$ cat src/rtl/stopwatch_bcd.sv
// stopwatch_bcd: start/stop MM:SS BCD stopwatch advanced by rising edges of the 1 Hz div_clock.
// Defining STOPWATCH_BCD_LAP_EN adds a lap-hold toggle that freezes the digit outputs.
module stopwatch_bcd #(
    parameter int MIN_WRAP = 59
) (
    input  logic       clock,
    input  logic       reset_n,
    input  logic       div_clock,
    input  logic       start_stop,
    input  logic       clear,
    input  logic       lap,
    output logic [3:0] sec_ones,
    output logic [3:0] sec_tens,
    output logic [3:0] min_ones,
    output logic [3:0] min_tens,
    output logic       running,
    output logic       sec_tick,
    output logic       wrap
);
    localparam logic [3:0] WRAP_TENS = 4'(MIN_WRAP / 10);
    localparam logic [3:0] WRAP_ONES = 4'(MIN_WRAP % 10);

    typedef enum logic {ST_STOPPED = 1'b0, ST_RUNNING = 1'b1} state_e;

    state_e     state_q, state_d;
    logic       div_q, div_d;
    logic [3:0] so_q, so_d, st_q, st_d, mo_q, mo_d, mt_q, mt_d;
    logic       running_q, running_d, tick_q, tick_d, wrap_q, wrap_d;
    logic       edge_s, advance_s, at_wrap_s;

    // Edge detect, start/stop toggle and the BCD carry chain
    always_comb begin
        div_d     = div_clock;
        state_d   = state_q;
        so_d      = so_q;
        st_d      = st_q;
        mo_d      = mo_q;
        mt_d      = mt_q;
        tick_d    = 1'b0;
        wrap_d    = 1'b0;
        edge_s    = div_clock & ~div_q;
        // Advance uses the pre-toggle state, so a stopping pulse still counts its edge
        advance_s = edge_s & (state_q == ST_RUNNING) & ~clear;
        at_wrap_s = (mt_q == WRAP_TENS) && (mo_q == WRAP_ONES) &&
                    (st_q == 4'd5) && (so_q == 4'd9);

        if (start_stop) begin
            state_d = (state_q == ST_RUNNING) ? ST_STOPPED : ST_RUNNING;
        end else begin
            state_d = state_q;
        end
        running_d = (state_d == ST_RUNNING);

        if (clear) begin
            so_d = 4'd0;
            st_d = 4'd0;
            mo_d = 4'd0;
            mt_d = 4'd0;
        end else if (advance_s) begin
            tick_d = 1'b1;
            if (at_wrap_s) begin
                so_d   = 4'd0;
                st_d   = 4'd0;
                mo_d   = 4'd0;
                mt_d   = 4'd0;
                wrap_d = 1'b1;
            end else if (so_q != 4'd9) begin
                so_d = so_q + 4'd1;
            end else begin
                so_d = 4'd0;
                if (st_q != 4'd5) begin
                    st_d = st_q + 4'd1;
                end else begin
                    st_d = 4'd0;
                    if (mo_q != 4'd9) begin
                        mo_d = mo_q + 4'd1;
                    end else begin
                        mo_d = 4'd0;
                        mt_d = (mt_q == 4'd9) ? 4'd0 : mt_q + 4'd1;
                    end
                end
            end
        end else begin
            so_d = so_q;
        end
    end

    // Count, FSM and pulse registers
    always_ff @(posedge clock) begin
        if (!reset_n) begin
            div_q     <= 1'b1;
            state_q   <= ST_STOPPED;
            so_q      <= 4'd0;
            st_q      <= 4'd0;
            mo_q      <= 4'd0;
            mt_q      <= 4'd0;
            running_q <= 1'b0;
            tick_q    <= 1'b0;
            wrap_q    <= 1'b0;
        end else begin
            div_q     <= div_d;
            state_q   <= state_d;
            so_q      <= so_d;
            st_q      <= st_d;
            mo_q      <= mo_d;
            mt_q      <= mt_d;
            running_q <= running_d;
            tick_q    <= tick_d;
            wrap_q    <= wrap_d;
        end
    end

    assign running  = running_q;
    assign sec_tick = tick_q;
    assign wrap     = wrap_q;

`ifdef STOPWATCH_BCD_LAP_EN
    logic        lap_hold_q, lap_hold_d;
    logic [15:0] disp_q, disp_d;

    // Lap-hold toggle; the snapshot is the value on display when the hold engages
    always_comb begin
        lap_hold_d = lap_hold_q;
        disp_d     = disp_q;
        if (clear) begin
            lap_hold_d = 1'b0;
        end else if (lap) begin
            lap_hold_d = ~lap_hold_q;
        end else begin
            lap_hold_d = lap_hold_q;
        end
        if (!lap_hold_d) begin
            disp_d = {mt_d, mo_d, st_d, so_d};
        end else if (!lap_hold_q) begin
            disp_d = {mt_q, mo_q, st_q, so_q};
        end else begin
            disp_d = disp_q;
        end
    end

    // Display registers
    always_ff @(posedge clock) begin
        if (!reset_n) begin
            lap_hold_q <= 1'b0;
            disp_q     <= 16'd0;
        end else begin
            lap_hold_q <= lap_hold_d;
            disp_q     <= disp_d;
        end
    end

    assign {min_tens, min_ones, sec_tens, sec_ones} = disp_q;
`else
    logic unused_lap;
    assign unused_lap = lap;
    assign {min_tens, min_ones, sec_tens, sec_ones} = {mt_q, mo_q, st_q, so_q};
`endif

endmodule

$ cat config.mk
export PLATFORM = sky130hd
export DESIGN_NAME = stopwatch_bcd
export DESIGN_NICKNAME = d
export VERILOG_FILES = /design/src/rtl/stopwatch_bcd.sv
export SDC_FILE = /design/constraint.sdc
export NUM_CORES = 1
export LEC_CHECK = 0
export CORE_MARGIN = 2
export CORE_UTILIZATION = 48
export CTS_CLUSTER_DIAMETER = 80
export DETAILED_ROUTE_END_ITERATION = 8
export PLACE_DENSITY = 0.78
export SKIP_LAST_GASP = 1
export SYNTH_ARGS = -nofsm -noshare
export SYNTH_HDL_FRONTEND = slang
export SYNTH_SLANG_ARGS = --single-unit
$ cat constraint.sdc
create_clock -name clock -period 2.1 [get_ports clock]
set_input_delay 0.42 -clock clock [delete_from_list [all_inputs] [get_ports clock]]
set_output_delay 0.42 -clock clock [all_outputs]
set_load 0.01 [all_outputs]
==> results.cfg, run 1 <==
[run_status]
outcome = completed

[sta]
max_slew_margin = 0.790
period_needed_ps = 1840
rsz0062_at_grt = false
clock.fmax_mhz = 545
fin_ws_ps = 264
worst_clock_skew_ps = 2.45
setup_viol = 0
post-route-period-util = 0.874
slew_viol_final = 0
tightest_slew_ps = 315
fin_setup_tns_ps = 0
hold_viol_final = 0

[yosys]
synth.avg_cell_area_um2 = 9.12
ys_seq_area_frac = 0.382
synth_edf_count = 0
yosysTopAreaCell = dfxtp_1
synth_area_um2 = 1050
ys.flop_type = dfxtp_1
yosys-top-cells-count = 20 x dfxtp_1, 14 x nor2_1, 8 x a21oi_1, 8 x ha_1
ys_ff_latch = 20
synth.area.top_cells = dfxtp_1 38%, ha_1 9.5%, nor2_1 5.0%
synth.distinct_cells = 38
synth_nets = 129
yosysWarningCount = 0
netlist.area_leader.share = 0.382
async_flop_share = 0
yosysMostFrequentCell = dfxtp_1
syn_inst = 115

[cts]
cts_made_buffers = 3
cts_setup_buffers = 0
insertion_delay_ps = 290
cts_resized = 0
cts.reportedPaths.clkPinSlew_ps = 110
cts_tree = built
htreeDepth = 1
root_buffer = clkbuf_4
cts_sinks = 20
clock_path_buffers = 2
cts-hold-fix-buffers = 0

[floorplanning]
io_pins = 25
design.die.area_um2 = 2570
initial_core_util = 0.524
coreArea_um2 = 2000
rows = 16
die_w_um = 50.7
fp.dieH_um = 50.7

[pwr]
p_leak_nw = 0.515
vdd_drop_max_mv = 0.308
power_density_nw_per_um2 = 453
p_total_mw = 0.596

[critical_path]
crit_fanout = 8
required_ps = 2300
end_kind = register
crit_slowest_cell = dfxtp_1
crit_chain = ha_1 -> and3b_1 -> and3_2 -> o21ai_0 -> a32o_1
cp_top_family = simple AND/OR/NAND/NOR gates
criticalPathCategory = register to register
arrival_ps = 2030
cp.buffers_inverters = 0
crit_path_max_incr_delay_ps = 430
worstSetupStartpointType = register

[placement]
gp_congestion = 0.753
dp_slack_ps = 23.5
io_buffer_count = 23
dpl.hpwl_um = 1520

[routing]
drcViolationCount = 0
ant_nets = 0
drt_iter0_drc = 16
drt-total-wl_um = 2010
wl_per_cell_um = 12.2
via_per_inst = 5.51
vias = 909
first_pass_iters = 4

[finish]
drive_gt1_frac = 0.101
finalNetCount = 154
antenna_cells = 0
syn2layout_area_growth_pct = 25.5

[global_routing]
grt_remaining_overflow = 0
grt_pass1_vias = 848
grt_pass1_wl_um = 3480
grt_max_degree = 12
antenna_found_initial = 0
grt_use_total = 0.176

[worst_hold_path]
hp-class = register to register

[flow_run]
maxCapViolations = 0
==> cells by family (layout without fill, tap and decap cells) <==
family,Yosys count,after routing,share of synthesized area
muxes,4,4,0.0382
AOI/OAI and AO/OA,17,17,0.104
buffers and inverters,12,35,0.0609
adders and majority gates,8,8,0.0955
xor gates and xnor gates,5,5,0.0418
and+or+nand+nor,49,49,0.278
DFF,20,20,0.382
==> cells in the final DEF, fill, tap and decap left out, drive strengths merged, types with 4 or more instances in the layout <==
master and instances:
clkdlybuf4s50 23, dfxtp 20, nor2 14, a21oi 9
ha 8, inv 6, nor3 6, nand2 5
mux2i 4
==> stage by stage <==
step	hold WS (ps)	std cells	util	cell area [um2]
final	529	165	0.658	1320
after global routing	589	165	0.658	1320
after CTS	532	165	0.658	1320
after detailed placement	513	162	0.646	1290
after global placement	496	162	0.646	1290
after floorplan	493	115	-	1050
==> worst paths after layout <==
path | from | slack, ps | end | depth (start not counted)
min reg2reg | sec_ones[2] | 530 | sec_ones[2] | 2
max | sec_ones[0] | 260 | min_ones[3] | 5
min | sec_ones[2] | 530 | sec_ones[2] | 2
max reg2reg | sec_ones[0] | 260 | min_ones[3] | 5
==> cell type report <==
cell class | instances | area (um2)
clock buffer | 3 | 22.5
fill | 192 | 686
inverter | 6 | 22.5
multi-input combinational | 83 | 584
sequential | 20 | 400
tap | 27 | 33.8
timing repair buffer | 26 | 253
==> tightest hold or removal path, delay by kind of cell, from the launching register on <==
family	cells	cell delay [ps]
flops	1	360
compound gates	1	60
simple gates	1	70
==> routing by layer <==
| metal | track usage | up-vias | routed length (um) |
|---|---|---|---|
| met5 | 0 | - | 0 |
| met4 | 0.0766 | 0 | 36 |
| met3 | 0.0327 | 6 | 81 |
| met2 | 0.320 | 21 | 989 |
| met1 | 0.198 | 433 | 898 |
| li1 | - | 449 | - |
==> state kept, by name, summed over array words and instances (netlist names) <==
register	cells
sec_tens	4
sec_tick	1
div_q	1
running	1
min_tens	4
min_ones	4
sec_ones	4
wrap	1
==> report_power, final <==
group | switching, mW | internal [mW]
Clock | 0.114 | 0.0668
Sequential | 0.00286 | 0.382
Combinational | 0.0133 | 0.0169
Total | 0.130 | 0.466
(Power assumes the default switching activity.)
==> run 2, diff against run 1 <==
--- a/config.mk
+++ b/config.mk
@@ -6,10 +6,11 @@
 export NUM_CORES = 1
 export LEC_CHECK = 0
 export CORE_MARGIN = 2
-export CORE_UTILIZATION = 48
+export CORE_UTILIZATION = 44
 export CTS_CLUSTER_DIAMETER = 80
 export DETAILED_ROUTE_END_ITERATION = 8
-export PLACE_DENSITY = 0.78
+export GPL_ROUTABILITY_DRIVEN = 0
+export PLACE_DENSITY = 0.72
 export SKIP_LAST_GASP = 1
 export SYNTH_ARGS = -nofsm -noshare
 export SYNTH_HDL_FRONTEND = slang
==> results.cfg, run 2 (synthesized netlist as in run 1, its figures left out) <==
[run_status]
outcome = completed

[cts]
cts_made_buffers = 3
clock_path_buffers = 2
cts-hold-fix-buffers = 0
cts_tree = built
cts_setup_buffers = 0
htreeDepth = 1
cts.reportedPaths.clkPinSlew_ps = 110
cts_resized = 0
insertion_delay_ps = 290
cts_sinks = 20
root_buffer = clkbuf_4

[pwr]
p_leak_nw = 0.534
vdd_drop_max_mv = 0.504
power_density_nw_per_um2 = 534
p_total_mw = 0.723

[critical_path]
crit_fanout = 8
arrival_ps = 2050
worstSetupStartpointType = register
required_ps = 2300
end_kind = register
criticalPathCategory = register to register

[floorplanning]
design.die.area_um2 = 2790
io_pins = 25
initial_core_util = 0.469
fp.dieH_um = 52.8
die_w_um = 52.8
coreArea_um2 = 2230
rows = 17

[finish]
finalNetCount = 155
drive_gt1_frac = 0.114
syn2layout_area_growth_pct = 29.2
final_common_cell = clkdlybuf4s50_1
fin_util = 0.607
final.fill_count = 209
mostFrequentLayoutCells = 23 x clkdlybuf4s50_1, 20 x dfxtp_1, 14 x nor2_1, 8 x a21oi_1, 8 x ha_1
antenna_cells = 0
final_cells = 168

[sta]
tightest_slew_ps = 346
fin_setup_tns_ps = 0
max_slew_margin = 0.769
fin_ws_ps = 252
period_needed_ps = 1850
slew_viol_final = 0
worst_clock_skew_ps = 3.39
clock.fmax_mhz = 541
post-route-period-util = 0.880
hold_viol_final = 0
rsz0062_at_grt = false
setup_viol = 0

[routing]
drcViolationCount = 0
first_pass_iters = 2
ant_nets = 0
vias = 890
drt_iter0_drc = 2
wl_per_cell_um = 12.3
drt-total-wl_um = 2070
via_per_inst = 5.30

[global_routing]
grt_pass1_vias = 872
grt_remaining_overflow = 0
grt_max_degree = 13
grt_pass1_wl_um = 3710
antenna_found_initial = 0
grt_use_total = 0.178

[placement]
dp_slack_ps = 63.2
io_buffer_count = 23
dpl.hpwl_um = 1600
place_inst = 164

[flow_run]
maxCapViolations = 0

[worst_hold_path]
hp-class = register to register
-- run 2: layout make-up --
cell class              instances  area, um2  area share
multi-input cells              83        584       0.431
flip-flops and latches         20        400       0.295
repair buffers                 27        260       0.192
well taps                      28       35.0      0.0259
clock inverters                 1       30.0      0.0222
clock buffers                   3       22.5      0.0166
inverters                       6       22.5      0.0166
-- run 2: critical path: stages, from the launching register on --
cell	delay (ps)
dfxtp_1	450
ha_1	210
and3b_1	380
and3_2	340
o21ai_0	110
a32o_1	260
-- run 2: where the power goes --
part / internal [mW] / leakage (nW) / switching [mW]
clock network: 0.193 / 0.0279 / 0.113
registers: 0.382 / 0.162 / 0.00275
logic: 0.0181 / 0.344 / 0.0136
-- run 2: per-layer routing --
| layer | global-route usage | wire length [um] |
|---|---|---|
| met5 | 0 | 0 |
| met4 | 0.0812 | 26 |
| met3 | 0.0343 | 71 |
| met2 | 0.310 | 1020 |
| met1 | 0.209 | 948 |
-- run 2: path summary, 6_finish.rpt --
path                                  start          end  slack (ps)  cells after the start
worst max-delay path            sec_ones[0]  min_ones[3]         250                      5
worst max register to register  sec_ones[0]  min_ones[3]         250                      5
worst min-delay path            sec_ones[2]  sec_ones[2]         520                      2
worst min register to register  sec_ones[2]  sec_ones[2]         520                      2
-- run 2: metrics by stage --
stage	area, um2	hold slack [ps]
5_1_grt	1360	552
6_report	1360	517
4_1_cts	1360	519
3_5_place_dp	1300	499
3_3_place_gp	1300	494
2_1_floorplan	1050	493
